==> src/rtl/traffic_pkg.sv <==
// Shared types and helpers for the traffic controller request path.
// Controller state encoding, emergency FSM states and the day/night decode.
package traffic_pkg;

  localparam int unsigned HOURS_PER_DAY = 24;

  // Controller state as reported back on currentState.
  typedef enum logic [1:0] {
    NIGHT = 2'b00,
    DAY   = 2'b01,
    PED   = 2'b10,
    EMG   = 2'b11
  } traffic_state_t;

  // Emergency request tracking.
  typedef enum logic [1:0] {
    IDLE   = 2'b00,
    REQ    = 2'b01,
    SERVED = 2'b10
  } emg_state_t;

  // Day window is [dayStart, dayEnd).
  function automatic logic isDayHour(input logic [4:0]  hr,
                                     input int unsigned dayStart,
                                     input int unsigned dayEnd);
    int unsigned hrInt;
    hrInt = 32'(hr);
    return (hrInt >= dayStart) && (hrInt < dayEnd);
  endfunction

endpackage

==> src/rtl/req_debounce.sv <==
// Two-flop synchronizer followed by an optional debounce counter.
// Build macro TRAFFIC_REQ_DEBOUNCE_EN: when defined, the output level only
// follows the synchronized input after DEBOUNCE_CYCLES consecutive differing
// samples; when undefined, the output is the synchronized input itself.
module req_debounce #(
  parameter int unsigned DEBOUNCE_CYCLES = 4
) (
  input  logic clk,
  input  logic rst_n,
  input  logic rawIn,
  output logic level
);

  if (DEBOUNCE_CYCLES < 1) begin : gBadDebounce
    $error("req_debounce: DEBOUNCE_CYCLES must be at least 1");
  end

  logic sync1;
  logic sync2;

  // Metastability guard on the asynchronous input.
  always_ff @(posedge clk or negedge rst_n) begin
    if (!rst_n) begin
      sync1 <= 1'b0;
      sync2 <= 1'b0;
    end else begin
      sync1 <= rawIn;
      sync2 <= sync1;
    end
  end

`ifdef TRAFFIC_REQ_DEBOUNCE_EN
  localparam int unsigned CntW = (DEBOUNCE_CYCLES > 1) ? $clog2(DEBOUNCE_CYCLES) : 1;
  // Counter runs 0..DEBOUNCE_CYCLES-1; the edge that would make it reach
  // DEBOUNCE_CYCLES instead commits the new level.
  localparam logic [CntW-1:0] CntLast = CntW'(DEBOUNCE_CYCLES - 1);

  logic [CntW-1:0] cnt;
  logic            stable;

  // Count consecutive samples that disagree with the accepted level.
  always_ff @(posedge clk or negedge rst_n) begin
    if (!rst_n) begin
      cnt    <= '0;
      stable <= 1'b0;
    end else if (sync2 == stable) begin
      cnt <= '0;
    end else if (cnt == CntLast) begin
      cnt    <= '0;
      stable <= sync2;
    end else begin
      cnt <= cnt + CntW'(1);
    end
  end

  assign level = stable;
`else
  assign level = sync2;
`endif

endmodule

==> src/rtl/traffic_request_gen.sv <==
// Request generator for the traffic controller mode inputs.
// Debounces the pedestrian button into a pending request, tracks emergency
// requests until served, and keeps a time-of-day clock driving dayTime.
// Build macro TRAFFIC_REQ_DEBOUNCE_EN enables the pedestrian debounce counter.
module traffic_request_gen
  import traffic_pkg::*;
#(
  parameter int unsigned DEBOUNCE_CYCLES = 4,
  parameter int unsigned TICKS_PER_HOUR  = 3600,
  parameter int unsigned DAY_START       = 6,
  parameter int unsigned DAY_END         = 20,
  parameter int unsigned RESET_HOUR      = 0
) (
  input  logic       clk,
  input  logic       rst_n,
  input  logic       ped_btn,
  input  logic       emg_req,
  input  logic [1:0] currentState,
  output logic       pedSignal,
  output logic       emgSignal,
  output logic       dayTime,
  output logic [4:0] hour
);

  if (TICKS_PER_HOUR < 2) begin : gBadTicks
    $error("traffic_request_gen: TICKS_PER_HOUR must be at least 2");
  end
  if (!(DAY_START < DAY_END && DAY_END <= HOURS_PER_DAY)) begin : gBadDay
    $error("traffic_request_gen: need DAY_START < DAY_END <= 24");
  end
  if (RESET_HOUR >= HOURS_PER_DAY) begin : gBadResetHour
    $error("traffic_request_gen: RESET_HOUR must be 0..23");
  end

  localparam int unsigned     TickW     = $clog2(TICKS_PER_HOUR);
  localparam logic [TickW-1:0] TickLast = TickW'(TICKS_PER_HOUR - 1);
  localparam logic [4:0]      ResetHour = 5'(RESET_HOUR);
  localparam logic [4:0]      LastHour  = 5'(HOURS_PER_DAY - 1);

  traffic_state_t ctrlState;
  assign ctrlState = traffic_state_t'(currentState);

  // ---------------------------------------------------------------------------
  // Pedestrian request
  // ---------------------------------------------------------------------------
  logic pedLevel;
  logic pedLevelPrev;
  logic pedRise;
  logic pedPending;

  req_debounce #(
    .DEBOUNCE_CYCLES(DEBOUNCE_CYCLES)
  ) uPedDebounce (
    .clk  (clk),
    .rst_n(rst_n),
    .rawIn(ped_btn),
    .level(pedLevel)
  );

  assign pedRise = pedLevel & ~pedLevelPrev;

  // Latch a press until the controller is seen in PED; presses during PED are dropped.
  always_ff @(posedge clk or negedge rst_n) begin
    if (!rst_n) begin
      pedLevelPrev <= 1'b0;
      pedPending   <= 1'b0;
    end else begin
      pedLevelPrev <= pedLevel;
      if (ctrlState == PED) begin
        pedPending <= 1'b0;
      end else if (pedRise) begin
        pedPending <= 1'b1;
      end
    end
  end

  assign pedSignal = pedPending;

  // ---------------------------------------------------------------------------
  // Emergency request (never debounced)
  // ---------------------------------------------------------------------------
  logic       emgSync1;
  logic       emgSync2;
  emg_state_t emgState;

  // Synchronize the raw emergency level.
  always_ff @(posedge clk or negedge rst_n) begin
    if (!rst_n) begin
      emgSync1 <= 1'b0;
      emgSync2 <= 1'b0;
    end else begin
      emgSync1 <= emg_req;
      emgSync2 <= emgSync1;
    end
  end

  // Emergency FSM; emgSignal is registered alongside the state it reflects.
  always_ff @(posedge clk or negedge rst_n) begin
    if (!rst_n) begin
      emgState  <= IDLE;
      emgSignal <= 1'b0;
    end else begin
      unique case (emgState)
        IDLE: begin
          if (emgSync2) begin
            emgState  <= REQ;
            emgSignal <= 1'b1;
          end
        end
        REQ: begin
          // A dropped request wins over service arriving on the same edge.
          if (!emgSync2) begin
            emgState  <= IDLE;
            emgSignal <= 1'b0;
          end else if (ctrlState == EMG) begin
            emgState <= SERVED;
          end
        end
        SERVED: begin
          if (!emgSync2) begin
            emgState  <= IDLE;
            emgSignal <= 1'b0;
          end
        end
        default: begin
          emgState  <= IDLE;
          emgSignal <= 1'b0;
        end
      endcase
    end
  end

  // ---------------------------------------------------------------------------
  // Time of day
  // ---------------------------------------------------------------------------
  logic [TickW-1:0] tick;
  logic [TickW-1:0] tickNext;
  logic [4:0]       hourNext;

  // Next tick/hour, wrapping tick at TICKS_PER_HOUR and hour at 24.
  always_comb begin
    tickNext = tick + TickW'(1);
    hourNext = hour;
    if (tick == TickLast) begin
      tickNext = '0;
      hourNext = (hour == LastHour) ? 5'd0 : hour + 5'd1;
    end
  end

  // dayTime decodes the next hour so it switches on the same edge as hour.
  always_ff @(posedge clk or negedge rst_n) begin
    if (!rst_n) begin
      tick    <= '0;
      hour    <= ResetHour;
      dayTime <= isDayHour(ResetHour, DAY_START, DAY_END);
    end else begin
      tick    <= tickNext;
      hour    <= hourNext;
      dayTime <= isDayHour(hourNext, DAY_START, DAY_END);
    end
  end

endmodule

==> config.mk <==
export PLATFORM = sky130hd
export DESIGN_NAME = traffic_request_gen
export DESIGN_NICKNAME = d
export VERILOG_FILES = /design/src/rtl/traffic_pkg.sv /design/src/rtl/req_debounce.sv /design/src/rtl/traffic_request_gen.sv
export SDC_FILE = /design/constraint.sdc
export NUM_CORES = 1
export LEC_CHECK = 0
export ABC_AREA = 1
export BUFFER_PORTS_ARGS = -buffer_cell sky130_fd_sc_hd__buf_4
export CORE_AREA = 2 2 59 61
export CTS_CLUSTER_SIZE = 14
export DETAILED_ROUTE_END_ITERATION = 10
export DIE_AREA = 0 0 61 63
export PLACE_DENSITY_LB_ADDON = 0.15
export SETUP_SLACK_MARGIN = 0.4
export SLEW_MARGIN = 25
export SYNTH_ARGS = -nofsm -noshare
export SYNTH_HDL_FRONTEND = slang
export SYNTH_HIERARCHICAL = 1
export SYNTH_SLANG_ARGS = --single-unit
==> constraint.sdc <==
create_clock -name clk -period 2.05 [get_ports clk]
set_clock_uncertainty 0.1 [all_clocks]
set_input_delay 0.205 -clock clk [delete_from_list [all_inputs] [get_ports clk]]
set_output_delay 0.205 -clock clk [all_outputs]
set_load 0.1 [all_outputs]
# After elaboration in Yosys (flattened, before gate mapping)
# Index checks and enable logic that the tools add are counted.
# op_classes
n_addsub	2
div_mod_pow	0
n_eq_ne	10
shifts	0
order_cmp	2
bitwise_logic	2
reduce_logical	6
mul	0
mux	13
# op_table
cell	n
adder 12 x 1 -> 12 bit, second input constant	1
equality test 12 bit, second input constant	1
two-way mux 12 bit	1
two-way mux 5 bit	2
two-way mux 2 bit	4
equality test 2 bit, second input constant	3
!= test 2 bit, second input constant	3
one-hot mux 2 bit (3 select lines)	1
adder 5 x 1 -> 5 bit, second input constant	1
equality test 5 bit, second input constant	1
greater-or-equal comparator 5 x 3 -> 1 bit, second input constant	1
< comparator 5 bit, second input constant	1
two-way mux 1 bit	4
!= test 3 bit, second input constant	1
AND reduction 3 bit	1
equality test 2 x 1 -> 1 bit, second input constant	1
logical NOT 2 bit	1
one-hot mux 1 bit (2 select lines)	1
AND reduction 2 bit	1
nonzero test 2 bit	1
OR reduction 2 bit	1
AND 1 bit	1
logical AND 1 bit	1
inverter 1 bit	1
# word_totals
input_bits	6
memories	0
out_inout_bits	8
word_cells	46
ram_bits	0
register_bits	27
latch_bits	0
romBits	0

# Longest topological paths before layout
# depth
ltp_word	5
ltp_mapped	10
ltp_nobuf	10

# Cells and area by module
# The synthesis kept the hierarchy.
# modules_own_cells
module	area_each_um2	cells_each	instances
traffic_request_gen	1335.0	155	1
req_debounce	50.0	2	1

# Least setup slack after synthesis
# No wires, ideal clock.
# synth_path
kind	register -> register
start	register hour[1]
end	register dayTime
path_slack_ns	-0.006
path_stages_with_launch	9
required_time_ns	1.832
setup_ns	0.118
arrival_ns	1.838
path_cell_list	dfrtp_1 > ha_1 > nand4_1 > nand3_1 > nand2_4 > nand2_4 > nand2_2 > nor2_2 > nor2_1
# synth_between
elab_chain_len	5
word_cells_on_any_way	7
cone_classes	add/sub (1); order compare (2); eq/ne (1); mux (2); reduce/logical (1)
# synth_lines
item	line_no	source
start, declared	traffic_request_gen.sv:22	output logic [4:0] hour
start signal, assigned	traffic_request_gen.sv:154	hour <= ResetHour;
start signal, assigned	traffic_request_gen.sv:158	hour <= hourNext;
adder 5 x 1 -> 5 bit or equality test 5 bit (tied branches)	traffic_request_gen.sv:146	hourNext = (hour == LastHour) ? 5'd0 : hour + 5'd1;
two-way mux 5 bit	traffic_request_gen.sv:146	
two-way mux 5 bit *	traffic_request_gen.sv:144	if (tick == TickLast) begin
greater-or-equal comparator 5 x 3 -> 1 bit or < comparator 5 bit (tied branches)	traffic_pkg.sv:28	return (hrInt >= dayStart) && (hrInt < dayEnd);
logical AND 1 bit *	traffic_pkg.sv:28	
end signal, assigned	traffic_request_gen.sv:155	dayTime <= isDayHour(ResetHour, DAY_START, DAY_END);
end signal, assigned	traffic_request_gen.sv:159	dayTime <= isDayHour(hourNext, DAY_START, DAY_END);
end, declared	traffic_request_gen.sv:21	output logic dayTime,
# Every way passes the cells marked *; elsewhere a longest branch is shown, timed or not.
# A chain may end at the register's enable or synchronous reset.

# Worst setup path after layout
# layout_path
start	register tick[1]
end	register dayTime
# layout_between
elab_chain_len	4
word_cells_on_any_way	5
cone_classes	order compare (2); eq/ne (1); mux (1); reduce/logical (1)
# layout_lines
item	line_no	source
start, declared	traffic_request_gen.sv:136	logic [TickW-1:0] tick;
start signal, assigned	traffic_request_gen.sv:157	tick <= tickNext;
equality test 12 bit *	traffic_request_gen.sv:144	
two-way mux 5 bit *	traffic_request_gen.sv:144	
greater-or-equal comparator 5 x 3 -> 1 bit or < comparator 5 bit (tied branches)	traffic_pkg.sv:28	
logical AND 1 bit *	traffic_pkg.sv:28	
# Marks and branches as above.

==> impl_metrics.ini <==
[outcome]
outcome = complete, no violations

[grt]
grt_start_max_net_pins = 28
grt_pass1_vias = 1052
overflow = 0
track_usage_pct = 15.12
use_met3_pct = 2.484
antenna_found_initial = 0
met2_usage_pct = 26.34
grt_pass1_wl_um = 4381
use_met1_pct = 17.98
gr-max-usage-layer = met2

[critical_path]
crit_slowest_cell = dfrtp_1
cp_cell_sequence = ha_2, nand2_2, nor2_4, nand3_4, nor2_8, nand2_4, nand2_4, nand2_2, nor2_2, nor2_1
critical_path_class = reg2reg
cp_max_fo = 5
crit_arrival_ps = 1730
slowest_delay_ps = 390
cp.buffers_inverters = 0
startpoint_type = register
end_kind = register
critPathRequiredTime_ps = 2180
crit_family = simple AND/OR/NAND/NOR gates

[synthesis]
synthCells = 157
seq_area_frac_synth_pct = 48.78
avgSynthCellArea_um2 = 8.822
synth_seq_cells = 27
synth_nets = 168
synthesis.area_um2 = 1385
netlist-cell-type-count = 25
yosys_warnings = 6

[final_layout]
final_core_util_pct = 52.77
fin_cells = 230
ff_latch_area_um2 = 689.4
layout-area-overhead-vs-synth_pct = 23.13
multi_input_area_um2 = 636.9
num-nets-final = 196
drive_gt1_share_pct = 31.52
mostFrequentLayoutCells = 27 x inv_1, 23 x nand2_1, 22 x dfrtp_1
fin_area_um2 = 1705
diodes = 0
final_common_cell = inv_1
fillCellCount = 312

[clocking]
cts_buffers = 3
cts_tree = built
clk_pin_slew_ps = 140
clock_latency_ps = 320
clock-sinks = 27
cts-root-buf = clkbuf_4
cts_buffer_depth = 2
ctsHtreeMaxLevel = 1

[pwr]
p_total_mw = 1.052
leakagePower_nw = 0.8360
ir_drop_mv = 0.2592
power.density_nw_per_um2 = 616.7

[sta]
hold_viol = 0
maxSlewViolCount = 0
tightest_slew_ps = 334.9
layout_min_cycle_time_ps = 1606
fmax_mhz = 622.6
whs_ps = 31.54
layout_setup_ws_ps = 443.9
post-route-period-util_pct = 78.35
grt_setup_unrepaired = yes
fin_setup_tns_ps = 0
slew_headroom_pct = 77.67
setup_viol = 0

[floorplan]
rows = 21
core_um2 = 3232
ios = 14
chipWidth_um = 61
fp.dieH_um = 63
initial_core_util_pct = 42.86
die_area_um2 = 3843

[routing]
initialDrtViolationCount = 21
firstDrtPassIters = 4
ant_nets = 0
vias_per_cell = 4.630
vias = 1065
avgRoutedWirePerCell_um = 10.44
drc = 0
wirelength_um = 2401

[job]
drv_cap = 0

[hold_path]
hp-class = in2reg

[place]
hpwl_um = 1807
placed_area_um2 = 1551
io_buffers = 13
place_congestion = 0.8729
dp_slack_ps = 386.8
place_inst = 215
==> worst min-delay path: stages <==
cell     delay, ps
buf_4          110
inv_1           40
a21oi_1         60
==> layout make-up <==
| cell class | instances | share of cell area (%) |
|---|---|---|
| well taps | 46 | 3.375 |
| flip-flops and latches | 27 | 40.43 |
| clock buffers | 4 | 1.541 |
| repair buffers | 24 | 11.15 |
| multi-input cells | 101 | 37.34 |
| inverters | 28 | 6.163 |
==> cell usage after synthesis <==
cell	n	area (um2)
nand2_4	3	33.78
nor2_2	6	37.54
xor2_1	2	17.52
nand2_2	5	31.28
o21ai_0	6	30.03
nor2_8	1	20.02
nand3_4	1	17.52
inv_2	1	3.750
nor2_1	13	48.80
inv_1	27	101.4
nand2_1	27	101.4
o21ai_1	1	5.000
o21a_1	1	7.510
buf_2	1	5.000
a21oi_1	8	40.04
nand3_2	1	10.01
nor3_1	1	5.000
nand4_1	2	12.51
dfrtp_1	27	675.7
nand3_1	12	60.06
a211o_1	1	8.760
ha_1	5	62.56
xnor2_1	2	17.52
nor2_4	2	22.52
nor3_2	1	10.01
==> sequential cells by signal, indices dropped and copies added (netlist names) <==
signal and flops:
dayTime 1, emgSignal 1, emgState 2, emgSync1 1, emgSync2 1, hour 5, pedLevelPrev 1, pedSignal 1
tick 12, uPedDebounce/level 1, uPedDebounce/sync1 1
==> kinds of logic (layout without fill, tap and decap cells) <==
| group | count (synthesis) | in the layout | synth area share (%) |
|---|---|---|---|
| buffers and inverters | 29 | 56 | 7.949 |
| AO/OA/AOI/OAI | 17 | 17 | 6.595 |
| flip-flops | 27 | 27 | 48.78 |
| AND/OR/NAND/NOR | 75 | 75 | 29.63 |
| XOR/XNOR | 4 | 4 | 2.530 |
| adder cells (fa/ha/maj) | 5 | 5 | 4.517 |
==> repair_timing <==
item                       4_1_cts  5_1_grt
gates resized for setup          0       10
setup buffers                    1        6
hold buffers                     4        0
hold endpoints to repair        30        0
pin swaps                        1        6
setup endpoints to repair        1        3
==> path summary, 6_finish.rpt <==
check / startpoint / to / slack (ps) / cells past startpoint
setup reg to reg: tick[1] / dayTime / 440 / 10
setup / recovery: tick[1] / dayTime / 440 / 10
max in group asynchronous: rst_n / hour[0] / 1360 / 2
hold reg to reg: uPedDebounce/sync1 / uPedDebounce/level / 270 / 0
hold / removal: currentState[0] / pedSignal / 30 / 3
min in group asynchronous: rst_n / hour[1] / 210 / 2
==> per-layer routing <==
layer,part of all wire [%],wire (um)
met5,0,0
met4,0.83,20
met3,2.0,48
met1,42,1020
met2,55,1311
==> power by group <==
group | total, mW | switching [mW] | internal [mW]
Sequential | 0.587 | 0.0224 | 0.565
Combinational | 0.240 | 0.167 | 0.0728
Clock | 0.225 | 0.149 | 0.0760
Total | 1.05 | 0.338 | 0.714
No activity file was read; power rests on OpenSTA's default activity.
